## src/rtl/bluejay_pkg.sv

```systemverilog
// Shared state encoding and width helper for the bluejay panel streamer.
package bluejay_pkg;

   typedef enum logic [2:0] {
      ST_IDLE      = 3'd0,
      ST_WAIT_LINE = 3'd1,
      ST_SYNC      = 3'd2,
      ST_STREAM    = 3'd3,
      ST_LINE_END  = 3'd4,
      ST_UPDATE    = 3'd5
   } state_t;

   // Bits needed to hold 0..n-1, never less than one.
   function automatic int unsigned clog2(input int unsigned n);
      int unsigned w;
      w = 1;
      for (int unsigned i = 1; i < 32; i++) begin
         if ((64'd1 << i) < 64'(n)) w = i + 1;
      end
      return w;
   endfunction

endpackage

```

## src/rtl/bluejay_counter.sv

```systemverilog
// Modulo counter with synchronous clear, enable and a terminal-count flag.
module bluejay_counter
   import bluejay_pkg::*;
#(
   parameter int unsigned MODULO = 4,
   parameter int unsigned W      = clog2(MODULO)
) (
   input  logic         clk,
   input  logic         rst,
   input  logic         clr,
   input  logic         en,
   output logic [W-1:0] count,
   output logic         term
);

   assign term = (count == W'(MODULO - 1));

   always_ff @(posedge clk or posedge rst) begin
      if (rst) begin
         count <= '0;
      end else if (clr) begin
         count <= '0;
      end else if (en) begin
         count <= term ? '0 : count + W'(1);
      end
   end

endmodule

```

## src/rtl/bluejay_stream.sv

```systemverilog
// Streams FWFT FIFO words to a line-oriented panel with line sync and frame update strobes.
module bluejay_stream
   import bluejay_pkg::*;
#(
   parameter int unsigned DATA_W          = 32,
   parameter int unsigned WORDS_PER_LINE  = 40,
   parameter int unsigned LINES_PER_FRAME = 1024
) (
   input  logic                               clk_i,
   input  logic                               reset_i,
   input  logic                               new_frame_i,
   input  logic                               invert_i,
   input  logic [DATA_W-1:0]                  data_i,
   input  logic                               fifo_empty_i,
   input  logic                               next_line_rdy_i,
   output logic                               get_next_word_o,
   output logic [DATA_W-1:0]                  data_o,
   output logic                               valid_o,
   output logic                               sync_o,
   output logic                               update_o,
   output logic [2:0]                         state_o,
   output logic [clog2(LINES_PER_FRAME)-1:0]  line_cnt_o,
   output logic                               underrun_o
);

   localparam int unsigned WORD_W = clog2(WORDS_PER_LINE);
   localparam int unsigned LINE_W = clog2(LINES_PER_FRAME);

   state_t              state;
   logic                inv;
   logic                pop;
   logic                word_term;
   logic                line_term;
   logic [WORD_W-1:0]   unused_word_cnt;

   assign pop             = (state == ST_STREAM) && !fifo_empty_i;
   assign get_next_word_o = pop;
   assign sync_o          = (state == ST_SYNC);
   assign update_o        = (state == ST_UPDATE);
   assign state_o         = state;

   // Only the terminal flag of the word counter steers the FSM.
   bluejay_counter #(.MODULO(WORDS_PER_LINE), .W(WORD_W)) u_word_cnt (
      .clk   (clk_i),
      .rst   (reset_i),
      .clr   (state == ST_SYNC),
      .en    (pop),
      .count (unused_word_cnt),
      .term  (word_term)
   );

   bluejay_counter #(.MODULO(LINES_PER_FRAME), .W(LINE_W)) u_line_cnt (
      .clk   (clk_i),
      .rst   (reset_i),
      .clr   ((state == ST_IDLE) && new_frame_i),
      .en    ((state == ST_LINE_END) && !line_term),
      .count (line_cnt_o),
      .term  (line_term)
   );

   always_ff @(posedge clk_i or posedge reset_i) begin
      if (reset_i) begin
         state      <= ST_IDLE;
         inv        <= 1'b0;
         data_o     <= '0;
         valid_o    <= 1'b0;
         underrun_o <= 1'b0;
      end else begin
         valid_o <= 1'b0;
         case (state)
            ST_IDLE: begin
               if (new_frame_i) begin
                  inv        <= invert_i;
                  underrun_o <= 1'b0;
                  state      <= ST_WAIT_LINE;
               end
            end
            ST_WAIT_LINE: begin
               if (next_line_rdy_i) state <= ST_SYNC;
            end
            ST_SYNC: state <= ST_STREAM;
            ST_STREAM: begin
               if (!fifo_empty_i) begin
                  data_o  <= data_i ^ {DATA_W{inv}};
                  valid_o <= 1'b1;
                  if (word_term) state <= ST_LINE_END;
               end else begin
                  underrun_o <= 1'b1;
               end
            end
            ST_LINE_END: state <= line_term ? ST_UPDATE : ST_WAIT_LINE;
            ST_UPDATE:   state <= ST_IDLE;
            default:     state <= ST_IDLE;
         endcase
      end
   end

endmodule

```

## config.mk

```make
export PLATFORM = sky130hd
export DESIGN_NAME = bluejay_stream
export DESIGN_NICKNAME = d
export VERILOG_FILES = /design/src/rtl/bluejay_pkg.sv /design/src/rtl/bluejay_counter.sv /design/src/rtl/bluejay_stream.sv
export SDC_FILE = /design/constraint.sdc
export NUM_CORES = 1
export LEC_CHECK = 0
export BUFFER_PORTS_ARGS = -buffer_cell sky130_fd_sc_hd__buf_2
export CORE_MARGIN = 2
export CORE_UTILIZATION = 40
export CTS_CLUSTER_DIAMETER = 40
export DETAILED_ROUTE_END_ITERATION = 7
export PLACE_DENSITY = 0.76
export SLEW_MARGIN = 30
export SYNTH_ARGS = -nofsm -noshare
export SYNTH_HDL_FRONTEND = slang
export SYNTH_SLANG_ARGS = --single-unit
```

## constraint.sdc

```tcl
create_clock -name clk_i -period 2.35 [get_ports clk_i]
set_input_delay 0.47 -clock clk_i [delete_from_list [all_inputs] [get_ports clk_i]]
set_output_delay 0.47 -clock clk_i [all_outputs]
set_load 0.01 [all_outputs]
```

Word level (Yosys, flattened, before mapping)
Index checks and enable logic that the tools add are counted. Widths: inputs -> output; s select.

Flip-flop bits (word level): 54. Bits of input ports: 38. Output and inout port bits: 50. Logic and storage cells: 53.

$add $sub $neg: 2. Equality and inequality tests: 12. Mux-type cells: 17. Bitwise operators: 2. Reduce and logical (&&, ||, !) cells: 13.

Operators with widths (number): $xor 32x32->32 (1); $mux 10 (3); $mux 6 (3); $mux 3 (5); $pmux 3 s5 (1); $add 10x1->10 const B (1); $eq 10x10->1 const B (1); $ne 2x2->1 const B (4); $add 6x1->6 const B (1); $eq 3x2->1 const B (2); $eq 3x3->1 const B (2); $eq 6x6->1 const B (1); $reduce_bool 2->1 (3); $mux 1 (4); $reduce_and 2->1 (2); $reduce_and 4->1 (1); $eq 3x1->1 const B (1); $logic_and 1x1->1 (3); $logic_not 3->1 (1); $reduce_and 3->1 (1); $logic_not 1->1 (2); $ne 2x1->1 const B (1); $pmux 1 s2 (1); $not 1->1 (1).

Longest topological paths before layout
Gate-level depths: netlist of the first run.

Word-level depth: 5. Mapped depth: 5. Mapped depth without buffers: 5.

By module
From an unflattened synthesis of the first run, not the netlist that was laid out.

Cells, all modules: 265. Area total of the unflattened synthesis: 2653.8 µm².

Modules (own cells, without submodules): bluejay_stream (instances 1, cells an instance 173, area each 1754.2 µm², seq. area each 950.9 µm²); bluejay_counter at u_line_cnt (instances 1, cells an instance 57, area each 545.5 µm², seq. area each 250.2 µm²); bluejay_counter at u_word_cnt (instances 1, cells an instance 35, area each 354.1 µm², seq. area each 150.1 µm²).

Worst setup path before layout of the first run
OpenSTA, ideal clock, no wires.

Path kind: flip-flop to flip-flop. Start: reg state[0], in the netlist state_o[0]. End: reg u_line_cnt.count[7]. Library setup time: 83 ps. Arrival: 1814 ps. Required time: 2267 ps. Path slack: 453 ps. Stages on the path, launching flop included: 5. Buffers on the path: 0. Clock period less this slack: 1897 ps. Path through: dfrtp_1 -> or3b_4 -> or4_1 -> or4_1 -> o21ai_0.

Longest elaborated chain between the ends: 3. Elaborated cells on any way between the ends: 6. Classes of those cells: eq/ne (1); mux (1); reduce/logical (4).

Ends and longest elaborated chain: start: declaration (RTL line bluejay_stream.sv:29) `state_t state;`; start signal: assignment (RTL line bluejay_stream.sv:91) `ST_LINE_END: state <= line_term ? ST_UPDATE : ST_WAIT_LINE;`; $eq 3x3->1 or $logic_not 3->1 (tied branches) (RTL line bluejay_stream.sv:56, bluejay_stream.sv:55); $logic_and 1x1->1 (on tied branches) (RTL line bluejay_stream.sv:56, bluejay_stream.sv:55); $reduce_bool 2->1 (no source line) or $mux 10 (tied branches); end signal: assignment (RTL line bluejay_counter.sv:24) `count <= term ? '0 : count + W'(1);`; end: declaration (RTL line bluejay_counter.sv:12) `output logic [W-1:0] count,`.

Parallel ways exist; a longest one is shown, timed or not. A chain may end at the register's enable or synchronous reset.

Worst setup path in the final report of the first run
Start: reg state[2], in the netlist state_o[2]. End: out sync_o.

Longest elaborated chain between the ends: 1.

Ends and longest elaborated chain: $eq 3x2->1 (RTL line bluejay_stream.sv:38) `assign sync_o = (state == ST_SYNC);`; end: declaration (RTL line bluejay_stream.sv:19) `output logic sync_o,`.

No other way between the ends.

==> flow_summary.rst, run 1 <==
.. list-table::
   :header-rows: 1

   * - Metric
     - Value
   * - Die boundary height
     - 84.53 um
   * - Max-cap check violation count
     - 0
   * - Run status
     - completed
   * - Post-Place Worst Slack
     - 0.4962 ns
   * - Half-perimeter wire length after detailed placement
     - a little over 4000 um
   * - Crit share post-route
     - 0.8684
   * - Final-report max-slew violation count
     - 0
   * - Worst-case clock skew
     - 0.008027 ns
   * - TritonCTS Buffers
     - 5
   * - Clock tree from TritonCTS
     - built
   * - Drt initial violations
     - 110
   * - Average via count per standard cell
     - 4.975
   * - Core outline area
     - between 6000 and 7000 um2
   * - Synthesized area per cell
     - ~9.5 um2
   * - Fraction of final layout cells sized beyond drive strength 1
     - 0.3075
   * - Worst Slack Setup Final
     - approximately 0.31 ns
   * - Count of distinct cell types in the synthesized netlist
     - 38
   * - Destination of the worst register-to-register timing path
     - u_line_cnt.count[7]
   * - Initial standard-cell utilization of the core
     - 0.4108
   * - Number of buffer cells added on primary ports
     - 87
   * - Hold bufs inserted after CTS
     - 0
   * - Routed Antenna Nets
     - 0
   * - Arrival time of data at the critical path endpoint
     - ~1.6 ns
   * - FF-to-FF path depth
     - 4
   * - Setup repair bufs after CTS
     - 0
   * - Origin of the critical flop-to-flop path
     - state_o[1]
   * - Initial antenna violation count
     - 0
   * - Post_cts resized
     - 0
   * - Async SR Flop Fraction
     - 1.000
   * - Total global routing track utilization
     - 0.1578
   * - GR Overflow Total
     - 0
   * - Final critical path time including I/O delays and setup
     - a little over 2 ns
   * - Placed Area
     - between 3000 and 4000 um2
   * - Number of failing setup endpoints in the final timing report
     - 0
   * - Drc violations
     - 0
   * - Hold violation count in the final report
     - 0
   * - Startpoint Class
     - flop
   * - Final sum of negative setup slack
     - 0 ns
   * - Tightest Pin Transition
     - 0.5789 ns
   * - Portion of the post-synthesis area used by sequential elements
     - 0.5210
   * - Final weighted congestion in routability-driven placement
     - about 0.8
   * - Ratio of total power to cell area
     - about 960 nW/um2
   * - Dominant register cell in the synthesized netlist
     - dfrtp_1
   * - Clock latency of the later-clocked register in the worst-skew pair
     - roughly 0.30 ns
   * - Most frequent standard cell in the layout excluding fill and tap cells
     - buf_2
   * - Final Total Pwr
     - a little over 3 mW
   * - TritonRoute pass-1 iters
     - 4
   * - Clk sink count
     - 54
   * - Via count of the first global-routing pass
     - 2007
   * - Leakage
     - 1.493 nW
   * - Type of the worst min-delay path
     - in -> async
   * - FMAX
     - 490.0 MHz
   * - Cell Count, Final, Fillers Out
     - 438
   * - Largest fanout on the critical path
     - 13
   * - Gate Count Post-Synth
     - about 270
   * - Area of the die
     - 7144 um2
   * - Number of placement rows
     - 29
   * - Synthesized cell area
     - between 2000 and 3000 um2
   * - Die Wd
     - approximately 85 um
   * - Clock root buffer
     - clkbuf_8
   * - Fillcell total
     - 629
   * - Total nets after synthesis
     - 313
   * - Fin area
     - between 3000 and 4000 um2
   * - Maximum buffer depth of the clock tree
     - 2
   * - Number of flip-flops and latches in the synthesized netlist
     - 54
   * - First-pass GRT wire length
     - about 9300 um
   * - Largest net degree at the start of global routing
     - 38
   * - Number of flops mapped to enable cells by yosys
     - 0
   * - Number of antenna diodes
     - 0
   * - Total number of vias
     - roughly 2200
   * - Slew margin rel.
     - 0.6111
   * - Sort of element at the end of the critical path
     - primary output
   * - Max rail drop VDD
     - ~0.46 mV
   * - Worst reg-to-reg setup slack
     - ~0.48 ns
   * - Ys Warns
     - 0
   * - Area used by sequential logic in the layout
     - 1353 um2
   * - Clock-pin slew reported for the worst setup and hold paths after clock tree synthesis
     - ~0.09 ns
   * - Most frequent cells in the layout
     - 87 x buf_2, 53 x dfrtp_1, 48 x nand2_1, 43 x o21ai_0, 32 x xnor2_1
   * - Worst Setup Path Type
     - reg -> out
   * - Boundary pin count
     - 88
   * - Cell count after placement
     - around 430
   * - Number of H-tree branching levels
     - 2
   * - Routed wire length
     - between 5000 and 6000 um
   * - RSZ-0062 raised after global routing
     - no
   * - Total number of nets in the final design
     - around 400
   * - Average wire per standard cell
     - around 13 um
   * - Synth-to-Final Area Change
     - 24.26%
   * - Multi-input gate area
     - around 1200 um2
   * - Required time of the critical path
     - between 1.5 and 2 ns
power by group:
group | leakage, nW | internal, mW | switching, mW | total (mW)
logic | 0.796 | 0.494 | 0.646 | 1.14
registers | 0.660 | 1.26 | 0.200 | 1.46
clock network | 0.0373 | 0.205 | 0.281 | 0.486
total | 1.49 | 1.96 | 1.13 | 3.08
worst max-delay path by stage:
stage | from | endpoint | slack (ns) | cells past startpoint
floorplan | state_o[0] | u_line_cnt.count[7] | 0.45 | 4
global placement | state_o[1] | u_line_cnt.count[7] | 0.52 | 4
detailed placement | state_o[1] | u_line_cnt.count[7] | 0.50 | 4
CTS | state_o[2] | sync_o | 0.29 | 4
global route | state_o[2] | sync_o | 0.19 | 4
finish | state_o[2] | sync_o | 0.31 | 4
critical path, stage by stage, from the launching register on:
cell and delay (ns):
dfrtp_1 0.38, buf_4 0.17, nand2b_1 0.22, nor2_1 0.30
buf_2 0.20
layer usage:
layer,GRT usage,vias to the layer above,share of wire
met1,0.2090,1015,0.44
met4,0.05051,0,0.011
li1,-,1102,-
met2,0.2584,58,0.49
met3,0.03540,4,0.055
met5,0,-,0
state kept, by name, summed over array words and instances (netlist names):
signal / count
valid_o: 1
inv: 1
u_word_cnt.count: 6
state_o: 3
underrun_o: 1
u_line_cnt.count: 10
data_o: 32
Yosys cell counts, types with 2 or more instances:
library cell	instances	area (um2)
dfrtp_1	54	1351
nand2_1	48	180.2
o21ai_0	43	215.2
xnor2_1	32	280.3
clkbuf_1	12	45.04
nor2_1	12	45.04
inv_1	7	26.28
a21oi_1	6	30.03
nand3_1	6	30.03
nor3_1	6	30.03
buf_1	3	11.26
nand2b_1	3	18.77
nor4_1	3	18.77
or2_2	3	18.77
or3_1	3	18.77
a211oi_1	2	15.01
and3_1	2	12.51
ha_1	2	25.02
mux2i_1	2	20.02
nand4_1	2	12.51
o211ai_1	2	15.01
o31ai_1	2	15.01
or4_1	2	15.01
xor2_1	2	17.52
cell type report:
type                    instances  share of cell area
multi-input cells             197              0.3614
clock inverters                 1            0.002329
repair buffers                 96              0.1561
inverters                       7            0.008152
flip-flops and latches         54              0.4196
well taps                      77             0.02989
clock buffers                   6             0.02252
kinds of logic after synthesis:
| family | Yosys count | synth area share |
|---|---|---|
| flops | 54 | 0.5210 |
| fa+ha+maj | 2 | 0.009646 |
| simple gates | 95 | 0.1732 |
| mux | 2 | 0.007719 |
| buf+inv | 22 | 0.03184 |
| xor+xnor | 34 | 0.1148 |
| compound gates | 64 | 0.1418 |
per-stage QoR:
stage	hold slack [ns]	utilization
after floorplan	0.4924	-
after global placement	0.4214	0.4978
after detailed placement	0.4259	0.4978
after CTS	0.09182	0.5105
after global routing	0.1090	0.5105
final	0.08657	0.5105
Note: power is estimated with default switching activity, not from simulation.
==> inputs of run 2 (changes only) <==
--- a/config.mk
+++ b/config.mk
@@ -6,12 +6,15 @@
 export NUM_CORES = 1
 export LEC_CHECK = 0
 export BUFFER_PORTS_ARGS = -buffer_cell sky130_fd_sc_hd__buf_2
+export CELL_PAD_IN_SITES_DETAIL_PLACEMENT = 1
+export CELL_PAD_IN_SITES_GLOBAL_PLACEMENT = 1
 export CORE_MARGIN = 2
-export CORE_UTILIZATION = 40
+export CORE_UTILIZATION = 38
 export CTS_CLUSTER_DIAMETER = 40
 export DETAILED_ROUTE_END_ITERATION = 7
-export PLACE_DENSITY = 0.76
+export PLACE_DENSITY = 0.9
 export SLEW_MARGIN = 30
 export SYNTH_ARGS = -nofsm -noshare
 export SYNTH_HDL_FRONTEND = slang
+export SYNTH_HIERARCHICAL = 1
 export SYNTH_SLANG_ARGS = --single-unit
==> run 2 against run 1 <==
Net effect:
- flip-flop and latch count is the same
- synthesized cell count shrank 2.9%
- first-iteration DRC count shrank 22%
- critical path depth grew 5
- non-clock buffer count is the same
- sequential power grew 12%
- global-route usage grew 1.7 points
- count of clock-buffer cells in the layout shrank 1
- clock power grew 11%
- wire length grew 14%
- largest power group is now combinational cells
==> flow_summary.rst, run 2 <==
.. list-table::
   :header-rows: 1

   * - Metric
     - Value
   * - Via count of the first global-routing pass
     - approximately 2200
   * - Largest Register
     - data_o
   * - Post-synthesis cell type with the largest combined area
     - dfrtp_1
   * - Maximum buffer depth of the clock tree
     - 2
   * - Dominant cells by area after synthesis
     - dfrtp_1 51%, xnor2_1 11%, a21oi_1 7.2%
   * - Half-perimeter wire length after detailed placement
     - ~4900 um
   * - Drc violations
     - 0
   * - Sequential group share of total power
     - 0.409
   * - Hold bufs inserted after CTS
     - 0
   * - Type of the worst min-delay path
     - in -> async
   * - Top flop regs
     - data_o x32, u_line_cnt/count x10, u_word_cnt/count x6
   * - Number of failing setup endpoints in the final timing report
     - 0
   * - TritonCTS Buffers
     - 5
   * - Final core occ
     - 0.4831
   * - Arrival time of data at the critical path endpoint
     - about 2.3 ns
   * - Final sum of negative setup slack
     - 0 ns
   * - Clock root buffer
     - clkbuf_8
   * - Total number of vias
     - ~2200
   * - Clock-pin slew reported for the worst setup and hold paths after clock tree synthesis
     - approximately 0.11 ns
   * - Max rail drop VDD
     - between 0.3 and 0.4 mV
   * - Area used by sequential logic in the layout
     - roughly 1400 um2
   * - Slew margin rel.
     - 0.6748
   * - Final critical path time including I/O delays and setup
     - about 2 ns
   * - Synth-to-Final Area Change
     - 23.67%
   * - Core outline area
     - 6794 um2
   * - Proportion of power drawn by combinational gates
     - 0.456
   * - Dominant register cell in the synthesized netlist
     - dfrtp_1
   * - Final-report max-slew violation count
     - 0
   * - Largest fanout on the critical path
     - 8
   * - GR Overflow Total
     - 0
   * - Fraction of final layout cells sized beyond drive strength 1
     - 0.3219
   * - Startpoint Class
     - flop
   * - Clock latency of the later-clocked register in the worst-skew pair
     - 0.31 ns
   * - Clock tree from TritonCTS
     - built
   * - Max-cap check violation count
     - 0
   * - Total nets after synthesis
     - 305
   * - Hold violation count in the final report
     - 0
   * - Area of the die
     - between 7000 and 8000 um2
   * - Die boundary height
     - ~88 um
   * - Tightest Pin Transition
     - 0.4878 ns
   * - Initial standard-cell utilization of the core
     - 0.3906
   * - Commonest cells in the synthesized netlist
     - 54 x dfrtp_1, 41 x nor2_1, 38 x a21oi_1
   * - Largest net degree at the start of global routing
     - 39
   * - Final Total Pwr
     - 3.994 mW
   * - Routed Antenna Nets
     - 0
   * - Multi-input gate area
     - around 1200 um2
   * - Total global routing track utilization
     - 0.1751
   * - Number of antenna diodes
     - 0
   * - Synthesized cell area
     - around 2700 um2
   * - Count of distinct cell types in the synthesized netlist
     - 42
   * - Most numerous cell in the Yosys netlist
     - dfrtp_1
   * - Portion of the post-synthesis area used by sequential elements
     - 0.5092
   * - Sort of element at the end of the critical path
     - flop
   * - Post_cts resized
     - 0
   * - Required time of the critical path
     - approximately 2.6 ns
   * - Boundary pin count
     - 88
   * - Crit share post-route
     - 0.8542
   * - Sw Pwr
     - around 1.6 mW
   * - Worst-case clock skew
     - ~0.013 ns
   * - Initial antenna violation count
     - 0
   * - Setup repair bufs after CTS
     - 0
   * - Drt initial violations
     - 86
   * - Worst Setup Path Type
     - reg -> reg
   * - RSZ-0062 raised after global routing
     - no
   * - Total number of nets in the final design
     - between 300 and 400
   * - Average wire per standard cell
     - between 10 and 15 um
   * - Routed wire length
     - about 6400 um
   * - Number of flip-flops under the largest register name
     - 32
   * - Ys Warns
     - 6
   * - Run status
     - completed
   * - Final weighted congestion in routability-driven placement
     - around 0.85
   * - Gate Count Post-Synth
     - between 200 and 300
   * - Switching fraction of total power
     - 0.4051
   * - Most frequent standard cell in the layout excluding fill and tap cells
     - buf_2
   * - Clk sink count
     - 54
   * - Number of flops mapped to enable cells by yosys
     - 0
   * - Number of H-tree branching levels
     - 2
   * - Number of placement rows
     - 30
   * - First-pass GRT wire length
     - between 10000 and 15000 um
   * - Die Wd
     - just under 90 um
   * - Async SR Flop Fraction
     - 1.000
   * - Share of total power in the clock network
     - 0.135
   * - Share of the synthesized area in the top cell type
     - 0.5092
   * - Ratio of total power to cell area
     - 1217 nW/um2
   * - Synthesized area per cell
     - approximately 10 um2
   * - Number of flip-flops and latches in the synthesized netlist
     - 54
   * - FMAX
     - between 400 and 500 MHz
   * - Number of buffer cells added on primary ports
     - 87
   * - Internal Pwr Total
     - around 2.4 mW
   * - TritonRoute pass-1 iters
     - 4
   * - Fillcell total
     - just over 800
   * - Leakage
     - between 1.5 and 2 nW
   * - Most frequent cells in the layout
     - 87 x buf_2, 53 x dfrtp_1, 41 x nor2_1, 38 x a21oi_1, 34 x xnor2_1
   * - Average via count per standard cell
     - about 4.9
run 2: power groups by stage:
stage	clock network (mW)	registers, mW	logic, mW
floorplan	0	1.72	1.11
global placement	0	1.62	1.77
detailed placement	0	1.67	1.85
CTS	0.561	1.64	1.86
global route	0.598	1.70	2.05
finish	0.539	1.63	1.82
run 2: layout make-up:
| type | instances | share of cell area |
|---|---|---|
| sequential | 54 | 0.4121 |
| timing repair buffer | 96 | 0.1609 |
| clock buffer | 5 | 0.02097 |
| tap | 96 | 0.03660 |
| clock inverter | 3 | 0.007625 |
| inverter | 5 | 0.005719 |
| multi-input combinational | 188 | 0.3561 |
run 2: kinds of logic (layout without fill, tap and decap cells):
kind of cell,after synthesis,count (layout),share of synthesized area
AOI/OAI and AO/OA,50,50,0.1084
xor gates and xnor gates,40,40,0.1320
adders and majority gates,2,2,0.009428
buffers and inverters,23,109,0.05044
DFF,54,54,0.5092
muxes,2,2,0.008015
and+or+nand+nor,94,94,0.1825
run 2: layer usage:
metal | track usage | routed length, um
met3 | 0.05090 | 404
met1 | 0.2167 | 2783
met2 | 0.3065 | 3200
met4 | 0.03357 | 33
met5 | 0 | 0
run 2: path summary, 6_finish.rpt:
| path | start | to | slack [ns] | depth (start not counted) |
|---|---|---|---|---|
| hold reg to reg | data_o[19] | data_o[19] | 0.53 | 2 |
| min in group clk_i | invert_i | inv | 0.42 | 2 |
| max in group asynchronous | reset_i | inv | 1.70 | 3 |
| hold / removal | reset_i | u_word_cnt/count[2] | 0.08 | 2 |
| setup reg to reg | u_line_cnt/count[3] | u_line_cnt/count[6] | 0.34 | 9 |
| setup / recovery | u_line_cnt/count[3] | u_line_cnt/count[6] | 0.34 | 9 |
run 2: stage by stage:
step           worst slack (ns)  instance area (um2)  hold WS (ns)  cells
5_1_grt                  0.2098                 3282       0.09165    447
3_5_place_dp             0.3557                 3188        0.4329    439
3_3_place_gp             0.4941                 3188        0.4293    439
2_1_floorplan            0.3877                 2654        0.2610    265
6_report                 0.3427                 3282       0.08462    447
4_1_cts                  0.3236                 3282       0.08474    447
run 2: critical path, stage by stage (launching register included):
cell     delay (ns)
dfrtp_1        0.47
and3_1         0.23
nand4_1        0.15
inv_1          0.08
nor2b_1        0.15
buf_4          0.17
and4_1         0.30
nand3_1        0.13
xor2_1         0.16
nor2_1         0.11
